$ cat src/rtl/mem_port_arbiter.sv
// Arbitrates one memory port between instruction fetch and data access: data wins,
// but a bounded data streak lets a waiting fetch through. Optional stall counters: ARB_STALL_STATS_EN.
module mem_port_arbiter #(
    parameter int MAX_D_STREAK = 4,
    parameter int ADDR_W       = 32
) (
    input  logic              clk,
    input  logic              reset,
    input  logic              if_req,
    input  logic [ADDR_W-1:0] if_addr,
    output logic [31:0]       if_rdata,
    output logic              if_ready,
    input  logic              dm_req,
    input  logic [ADDR_W-1:0] dm_addr,
    input  logic              dm_rd_wr,
    input  logic [1:0]        dm_access_size,
    input  logic [31:0]       dm_wdata,
    output logic [31:0]       dm_rdata,
    output logic              dm_ready,
    output logic              mem_en,
    output logic [ADDR_W-1:0] mem_addr,
    output logic              mem_rd_wr,
    output logic [1:0]        mem_access_size,
    output logic [31:0]       mem_wdata,
    input  logic [31:0]       mem_rdata,
    input  logic              mem_ack,
    output logic [31:0]       cnt_if_stall,
    output logic [31:0]       cnt_dm_stall
);
    localparam logic [1:0] sz_word = 2'b00;
    localparam int STREAK_W = ($clog2(MAX_D_STREAK + 1) > 3) ? $clog2(MAX_D_STREAK + 1) : 3;
    localparam logic [STREAK_W-1:0] STREAK_MAX = STREAK_W'(MAX_D_STREAK);

    typedef enum logic [1:0] {IDLE, BUSY_I, BUSY_D} state_t;

    state_t              state_q, state_d;
    logic [STREAK_W-1:0] d_streak_q, d_streak_d;
    logic                mem_en_d, mem_rd_wr_d, if_ready_d, dm_ready_d;
    logic [ADDR_W-1:0]   mem_addr_d;
    logic [1:0]          mem_access_size_d;
    logic [31:0]         mem_wdata_d, if_rdata_d, dm_rdata_d;
    logic                grant_d;

    // A fetch that has waited out a full data streak takes the next slot.
    assign grant_d = dm_req && !(if_req && d_streak_q == STREAK_MAX);

    always_comb begin
        state_d           = state_q;
        d_streak_d        = d_streak_q;
        mem_en_d          = mem_en;
        mem_addr_d        = mem_addr;
        mem_rd_wr_d       = mem_rd_wr;
        mem_access_size_d = mem_access_size;
        mem_wdata_d       = mem_wdata;
        if_rdata_d        = if_rdata;
        dm_rdata_d        = dm_rdata;
        if_ready_d        = 1'b0;
        dm_ready_d        = 1'b0;
        case (state_q)
            IDLE: begin
                if (grant_d) begin
                    state_d           = BUSY_D;
                    mem_en_d          = 1'b1;
                    mem_addr_d        = dm_addr;
                    mem_rd_wr_d       = dm_rd_wr;
                    mem_access_size_d = dm_access_size;
                    mem_wdata_d       = dm_wdata;
                    if (!if_req)
                        d_streak_d = '0;
                    else if (d_streak_q != STREAK_MAX)
                        d_streak_d = d_streak_q + STREAK_W'(1);
                end else if (if_req) begin
                    state_d           = BUSY_I;
                    mem_en_d          = 1'b1;
                    mem_addr_d        = if_addr;
                    mem_rd_wr_d       = 1'b1;
                    mem_access_size_d = sz_word;
                    d_streak_d        = '0;
                end
            end
            BUSY_I: begin
                if (mem_ack) begin
                    state_d    = IDLE;
                    mem_en_d   = 1'b0;
                    if_rdata_d = mem_rdata;
                    if_ready_d = 1'b1;
                end
            end
            BUSY_D: begin
                if (mem_ack) begin
                    state_d    = IDLE;
                    mem_en_d   = 1'b0;
                    dm_rdata_d = mem_rdata;
                    dm_ready_d = 1'b1;
                end
            end
            default: state_d = IDLE;
        endcase
    end

    always_ff @(posedge clk or negedge reset) begin
        if (!reset) begin
            state_q         <= IDLE;
            d_streak_q      <= '0;
            mem_en          <= 1'b0;
            mem_addr        <= '0;
            mem_rd_wr       <= 1'b1;
            mem_access_size <= sz_word;
            mem_wdata       <= '0;
            if_rdata        <= '0;
            dm_rdata        <= '0;
            if_ready        <= 1'b0;
            dm_ready        <= 1'b0;
        end else begin
            state_q         <= state_d;
            d_streak_q      <= d_streak_d;
            mem_en          <= mem_en_d;
            mem_addr        <= mem_addr_d;
            mem_rd_wr       <= mem_rd_wr_d;
            mem_access_size <= mem_access_size_d;
            mem_wdata       <= mem_wdata_d;
            if_rdata        <= if_rdata_d;
            dm_rdata        <= dm_rdata_d;
            if_ready        <= if_ready_d;
            dm_ready        <= dm_ready_d;
        end
    end

`ifdef ARB_STALL_STATS_EN
    logic [31:0] cnt_if_q, cnt_dm_q;

    always_ff @(posedge clk or negedge reset) begin
        if (!reset) begin
            cnt_if_q <= '0;
            cnt_dm_q <= '0;
        end else begin
            if (if_req && !if_ready && cnt_if_q != '1) cnt_if_q <= cnt_if_q + 32'd1;
            if (dm_req && !dm_ready && cnt_dm_q != '1) cnt_dm_q <= cnt_dm_q + 32'd1;
        end
    end

    assign cnt_if_stall = cnt_if_q;
    assign cnt_dm_stall = cnt_dm_q;
`else
    assign cnt_if_stall = 32'd0;
    assign cnt_dm_stall = 32'd0;
`endif
endmodule

$ cat config.mk
export PLATFORM = sky130hd
export DESIGN_NAME = mem_port_arbiter
export DESIGN_NICKNAME = d
export VERILOG_FILES = /design/src/rtl/mem_port_arbiter.sv
export SDC_FILE = /design/constraint.sdc
export NUM_CORES = 1
export LEC_CHECK = 0
export ABC_AREA = 1
export BUFFER_PORTS_ARGS = -buffer_cell sky130_fd_sc_hd__buf_2
export CAP_MARGIN = 20
export CORE_AREA = 5 5 126 128
export CTS_BUF_LIST = sky130_fd_sc_hd__clkbuf_4
export CTS_CLUSTER_DIAMETER = 120
export DETAILED_ROUTE_END_ITERATION = 6
export DIE_AREA = 0 0 131 133
export HOLD_SLACK_MARGIN = 0.03
export PLACE_DENSITY = 0.88
export SLEW_MARGIN = 20
export SYNTH_ARGS = -nofsm -noshare
export SYNTH_HDL_FRONTEND = slang
export SYNTH_SLANG_ARGS = --single-unit
$ cat constraint.sdc
create_clock -name clk -period 2.6 [get_ports clk]
set_clock_uncertainty 0.05 [all_clocks]
set_input_delay 0.52 -clock clk [delete_from_list [all_inputs] [get_ports clk]]
set_output_delay 0.52 -clock clk [all_outputs]
set_load 0.03 [all_outputs]
==> run_results.csv, run 1 <==
group,metric,value,unit
run_status,status,"complete, no violations",
sta,slew_headroom,52.4,%
route,wl_per_cell,13.1,µm
finish,synthToLayoutAreaGrowth,24.2,%
logic_synthesis,ys_ff_latch,139,
sta,drv_slew,0,
clock_network,clkLatencyLatePin,0.52,ns
sta,tightest_slew,0.711,ns
critical_path,endpoint_kind,"output pin",
floorplanning,std_cell_rows,45,
clock_network,h-tree-depth,4,
critical_path,worstRegToRegCells,7,
logic_synthesis,mappedNetlistArea,6470,µm²
clock_network,cts_buffers,17,
sta,layout_setup_ws,0.750,ns
power,power.density,1260,nW/µm²
critical_path,startpoint_type,"register",
clock_network,ctsLongestPathBuffers,2,
finish,final_common_cell,"buf_2",
global_routing,grt_usage,18.4,%
sta,fin_setup_tns,0,ns
logic_synthesis,ys_seq_area_share,53.8,%
finish,most-common-layout-cells,"buf_2, nand2_1, inv_1, dfrtp_1, o21ai_0",
finish,layout-drive-gt1-share,30.1,%
route,final_antenna_net_count,0,
logic_synthesis,synth_top_family_by_area,"buffers and inverters",
global_routing,grt_pass1_vias,5281,
clock_network,numClockSinks,139,
finish,layout.nets,1187,
global_routing,antenna_found_initial,2,
place,portBuffers,269,
hold_path,hold_depth,3,
finish,final_core_util,54.5,%
run,maxCapViolCount,0,
logic_synthesis,yosys.area_share.adder,1.16,%
logic_synthesis,synth_area_leaders,"dfrtp_1, nand2_1, inv_1",
logic_synthesis,ys_types,20,
place,dp_hpwl,12.1,mm
route,first_iter_violations,376,
place,dpl_cell_area,7750,µm²
route,wl,16.3,mm
sta,max_freq,541,MHz
finish,fin_cells,1247,
clock_network,cts_tree,"yes",
clock_network,cts_post_setup_buffers_inserted,0,
route,vias_per_cell,4.48,
global_routing,grt_remaining_overflow,0,
logic_synthesis,synth-async-reset-ratio,100,%
floorplanning,io_pins,334,
route,drc,0,
sta,hold_viol,0,
sta,setup-violations-final,0,
floorplanning,core,14800,µm²
logic_synthesis,synthSimpleGateAreaFrac,18.5,%
power,vdd_drop_max,0.594,mV
sta,fin_crit,1.85,ns
logic_synthesis,synth_top_flop_cell,"dfrtp_1",
clock_network,cts.clk_slew.worst_paths,0.12,ns
power,p_leak,4.93,nW
logic_synthesis,synth-xor-area-share,0,%
floorplanning,die_y,133,µm
critical_path,cp.depth,1,
critical_path,crit_type,"reg2out",
floorplanning,die_w,131,µm
logic_synthesis,netlist_instances,786,
hold_path,hold_class,"in2reg",
floorplanning,die-area,17400,µm²
logic_synthesis,synth_edf_count,0,
critical_path,cp_slowest_cell,"dfstp_2",
global_routing,grt_max_degree,66,
logic_synthesis,synth_compound_area_share,7.91,%
logic_synthesis,synth_top_area_share,53.4,%
logic_synthesis,syn_area_per_cell,8.23,µm²
critical_path,arrival,1.28,ns
place,place_congestion,0.825,
floorplanning,start_util,43.9,%
critical_path,crit_path_max_fanout,2,
finish,final_cell_area,8040,µm²
sta,grt_setup_unrepaired,"false",
global_routing,grt_first_pass_wirelength,25.5,mm
route,drt_pass1_iterations,5,
place,dpl_worst_slack,0.823,ns
clock_network,cts_resized,0,
clock_network,ctsHoldBuffers,1,
critical_path,cpLargestDelayFamily,"flip-flops",
place,placedCellCount,1213,
critical_path,cp_num_buf_inv,1,
logic_synthesis,synth_top_area_cell,"dfrtp_1",
clock_network,clock-root-buffer,"clkbuf_4",
critical_path,critPathMaxStageDelay,0.56,ns
logic_synthesis,synthMuxAreaShare,0,%
logic_synthesis,yosysWarnings,0,
critical_path,cp_cell_sequence,"buf_2",
critical_path,required,2.03,ns
sta,min_period_over_period,71.1,%
route,vias,5583,
## sequential cells by signal, summed over array words and instances, names as in the netlist
signal and count:
d_streak_q 3, dm_rdata 32, dm_ready 1, if_rdata 32
if_ready 1, mem_access_size 2, mem_addr 32, mem_en 1
mem_rd_wr 1, mem_wdata 32, state_q 2
## worst paths after layout
| check | startpoint | endpoint | slack (ns) |
|---|---|---|---|
| worst max-delay path | mem_rd_wr | mem_rd_wr | 0.75 |
| worst min-delay path | dm_wdata[26] | mem_wdata[26] | 0.17 |
| worst max register to register | d_streak_q[0] | mem_addr[2] | 0.83 |
| worst min register to register | dm_rdata[30] | dm_rdata[30] | 0.44 |
| max in group asynchronous | reset | mem_rd_wr | 1.41 |
| min in group asynchronous | reset | mem_addr[6] | 0.43 |
## stage by stage
step | hold WS, ns | power, mW
floorplan | 0.174 | 7.24
global placement | 0.407 | 8.65
detailed placement | 0.412 | 8.81
CTS | 0.0934 | 10.2
global route | 0.108 | 10.8
finish | 0.166 | 10.1
## routing by layer
layer	vias up	part of all wire (%)	global-route usage, %
li1	2776	-	-
met4	2	1.6	6.86
met3	25	8.8	4.84
met1	2541	40	23.5
met5	-	0.12	0
met2	239	50	29.9
## power by group
| group | total, mW | switching [mW] | internal, mW |
|---|---|---|---|
| logic | 4.99 | 3.66 | 1.34 |
| clock network | 1.39 | 0.813 | 0.582 |
| registers | 3.73 | 0.558 | 3.17 |
| total | 10.1 | 5.03 | 5.09 |
## logic make-up after synthesis
logic type	count (synthesis)
flops	139
compound gates	102
other cells	1
fa+ha+maj	6
simple gates	292
buf+inv	246
## layout make-up
cell class / instances / area (µm²)
clock buffer: 18 / 135
multi-input combinational: 464 / 2040
tap: 188 / 235
timing repair buffer: 279 / 1470
sequential: 139 / 3480
inverter: 144 / 541
fill: 1376 / 6710
antenna: 1 / 2.50
clock inverter: 14 / 144
## cells in the mapped netlist (2+ instances only)
cell type and number:
nand2_1 217, inv_1 143, dfrtp_1 138, o21ai_0 99, buf_4 70, nand3_1 68, clkbuf_1 17, buf_2 13
ha_1 6, buf_1 2, nand4_1 2, nor2_2 2, o21ai_1 2
Power figures use the tool's default switching activity.
==> inputs of run 2 (changes only) <==
--- a/config.mk
+++ b/config.mk
@@ -8,13 +8,14 @@
 export ABC_AREA = 1
 export BUFFER_PORTS_ARGS = -buffer_cell sky130_fd_sc_hd__buf_2
 export CAP_MARGIN = 20
-export CORE_AREA = 5 5 126 128
+export CORE_ASPECT_RATIO = 1.5
+export CORE_MARGIN = 5
+export CORE_UTILIZATION = 43
 export CTS_BUF_LIST = sky130_fd_sc_hd__clkbuf_4
 export CTS_CLUSTER_DIAMETER = 120
 export DETAILED_ROUTE_END_ITERATION = 6
-export DIE_AREA = 0 0 131 133
 export HOLD_SLACK_MARGIN = 0.03
-export PLACE_DENSITY = 0.88
+export PLACE_DENSITY = 0.89
 export SLEW_MARGIN = 20
 export SYNTH_ARGS = -nofsm -noshare
 export SYNTH_HDL_FRONTEND = slang
==> constraint.sdc (replaced) <==
create_clock -name clk -period 1.59 [get_ports clk]
set_clock_uncertainty 0.05 [all_clocks]
set_input_delay 0.318 -clock clk [delete_from_list [all_inputs] [get_ports clk]]
set_output_delay 0.318 -clock clk [all_outputs]
set_load 0.03 [all_outputs]
==> run 2 against run 1 <==
Hold slack worse by 0.070 ns. Clock power up 81%. Final area up 20%. Largest power group unchanged. Critical endpoint unchanged. Highest routed layer unchanged. Combinational power up 89%.
==> run_results.csv, run 2 (synthesis gave the netlist of run 1 again) <==
group,metric,value,unit
critical_path,crit_type,"reg2out",
critical_path,rr_startpoint,"d_streak_q[0]",
critical_path,cpLargestDelayFamily,"flip-flops",
finish,most-common-layout-cells,"buf_2, nand2_1, inv_1, dfrtp_1, dlygate4sd3_1",
floorplanning,die-area,17700,µm²
power,power.density,1880,nW/µm²
global_routing,grt_first_pass_wirelength,32.9,mm
critical_path,worstRegToRegCells,6,
critical_path,startpoint_type,"register",
critical_path,crit_path_max_fanout,2,
hold_path,hold_class,"in2reg",
finish,fill_cells,1080,
clock_network,cts.clk_slew.worst_paths,0.12,ns
finish,layout.nets,1323,
global_routing,grt_usage,23.7,%
power,vdd_drop_max,1.17,mV
floorplanning,die_w,110,µm
route,drc,0,
clock_network,h-tree-depth,4,
floorplanning,die_y,160,µm
place,dp_hpwl,13.0,mm
clock_network,clock-root-buffer,"clkbuf_4",
sta,fin_crit,1.56,ns
critical_path,cp_num_buf_inv,1,
finish,final_common_cell,"buf_2",
floorplanning,core,14900,µm²
critical_path,setup.worst_path.start,"mem_rd_wr",
clock_network,ctsLongestPathBuffers,2,
global_routing,grt_remaining_overflow,0,
sta,layout_setup_ws,0.0320,ns
clock_network,numClockSinks,139,
finish,layout-drive-gt1-share,30.1,%
place,dpl_cell_area,7870,µm²
clock_network,cts_tree,"yes",
route,first_iter_violations,600,
run,maxCapViolCount,0,
hold_path,hp-start,"dm_addr[14]",
clock_network,cts_buffers,17,
critical_path,cp_cell_sequence,"buf_6",
hold_path,hold_depth,5,
sta,drv_slew,0,
route,wl_per_cell,15.8,µm
route,vias_per_cell,4.76,
power,p_leak,5.62,nW
sta,setup-violations-final,0,
place,placedCellCount,1232,
finish,fin_cells,1396,
critical_path,critPathMaxStageDelay,0.56,ns
sta,min_period_over_period,98.0,%
sta,fin_setup_tns,0,ns
sta,grt_setup_unrepaired,"true",
route,drt_pass1_iterations,6,
place,dpl_worst_slack,-0.0313,ns
global_routing,antenna_found_initial,4,
place,portBuffers,269,
route,final_antenna_net_count,0,
global_routing,grt_max_degree,66,
sta,max_freq,642,MHz
run_status,status,"complete, no violations",
place,place_congestion,0.891,
critical_path,required,1.22,ns
critical_path,arrival,1.19,ns
global_routing,grt_pass1_vias,6775,
sta,hold_viol,0,
clock_network,clkLatencyLatePin,0.50,ns
floorplanning,start_util,43.3,%
route,wl,22.0,mm
critical_path,cp_slowest_cell,"dfstp_2",
finish,final_cell_area,9670,µm²
floorplanning,io_pins,334,
finish,synthToLayoutAreaGrowth,49.3,%
route,vias,6649,
floorplanning,std_cell_rows,55,
critical_path,cp.depth,1,
critical_path,endpoint_kind,"output pin",
==> run 2: cell type report <==
type | count | area (µm²) | share of cell area, %
clock inverters | 14 | 186 | 1.93
clock buffers | 18 | 135 | 1.40
flip-flops and latches | 139 | 3480 | 36.0
inverters | 144 | 546 | 5.64
diodes | 3 | 7.51 | 0.0777
well taps | 199 | 249 | 2.58
repair buffers | 415 | 2960 | 30.6
multi-input cells | 464 | 2100 | 21.8
==> run 2: what timing repair did <==
item	4_1_cts	5_1_grt
setup endpoints to repair	37	68
gates cloned	0	8
pin swaps	0	1
endpoints found under the hold margin	265	0
setup buffers	0	8
hold buffers	113	0
gates resized for setup	5	51
==> run 2: report_power, final <==
| part | internal (mW) | switching [mW] |
|---|---|---|
| clock | 1.15 | 1.37 |
| combinational | 2.92 | 6.51 |
| sequential | 5.18 | 1.04 |
| total | 9.26 | 8.92 |
==> run 2: metrics by stage <==
step	util, %	hold slack (ns)	total power [mW]
6_report	64.7	0.0960	18.2
5_1_grt	64.7	0.0446	19.3
4_1_cts	62.5	0.0323	17.4
3_5_place_dp	52.7	0.188	14.6
3_3_place_gp	52.7	0.190	14.3
2_1_floorplan	-	-0.0276	11.8
==> run 2: final timing paths <==
kind	endpoint	slack (ns)
max	mem_rd_wr	0.03
min	mem_addr[14]	0.1
max reg2reg	mem_wdata[17]	0.04
min reg2reg	mem_rd_wr	0.44
max in group asynchronous	mem_rd_wr	0.70
min in group asynchronous	dm_rdata[23]	0.22
==> run 2: layer usage <==
layer	share of wire, %	wire length [µm]	global-route usage [%]
met5	0.059	13	0
met4	5.2	1140	14.1
met3	8.6	1900	6.55
met2	53	11600	41.4
met1	33	7330	24.6
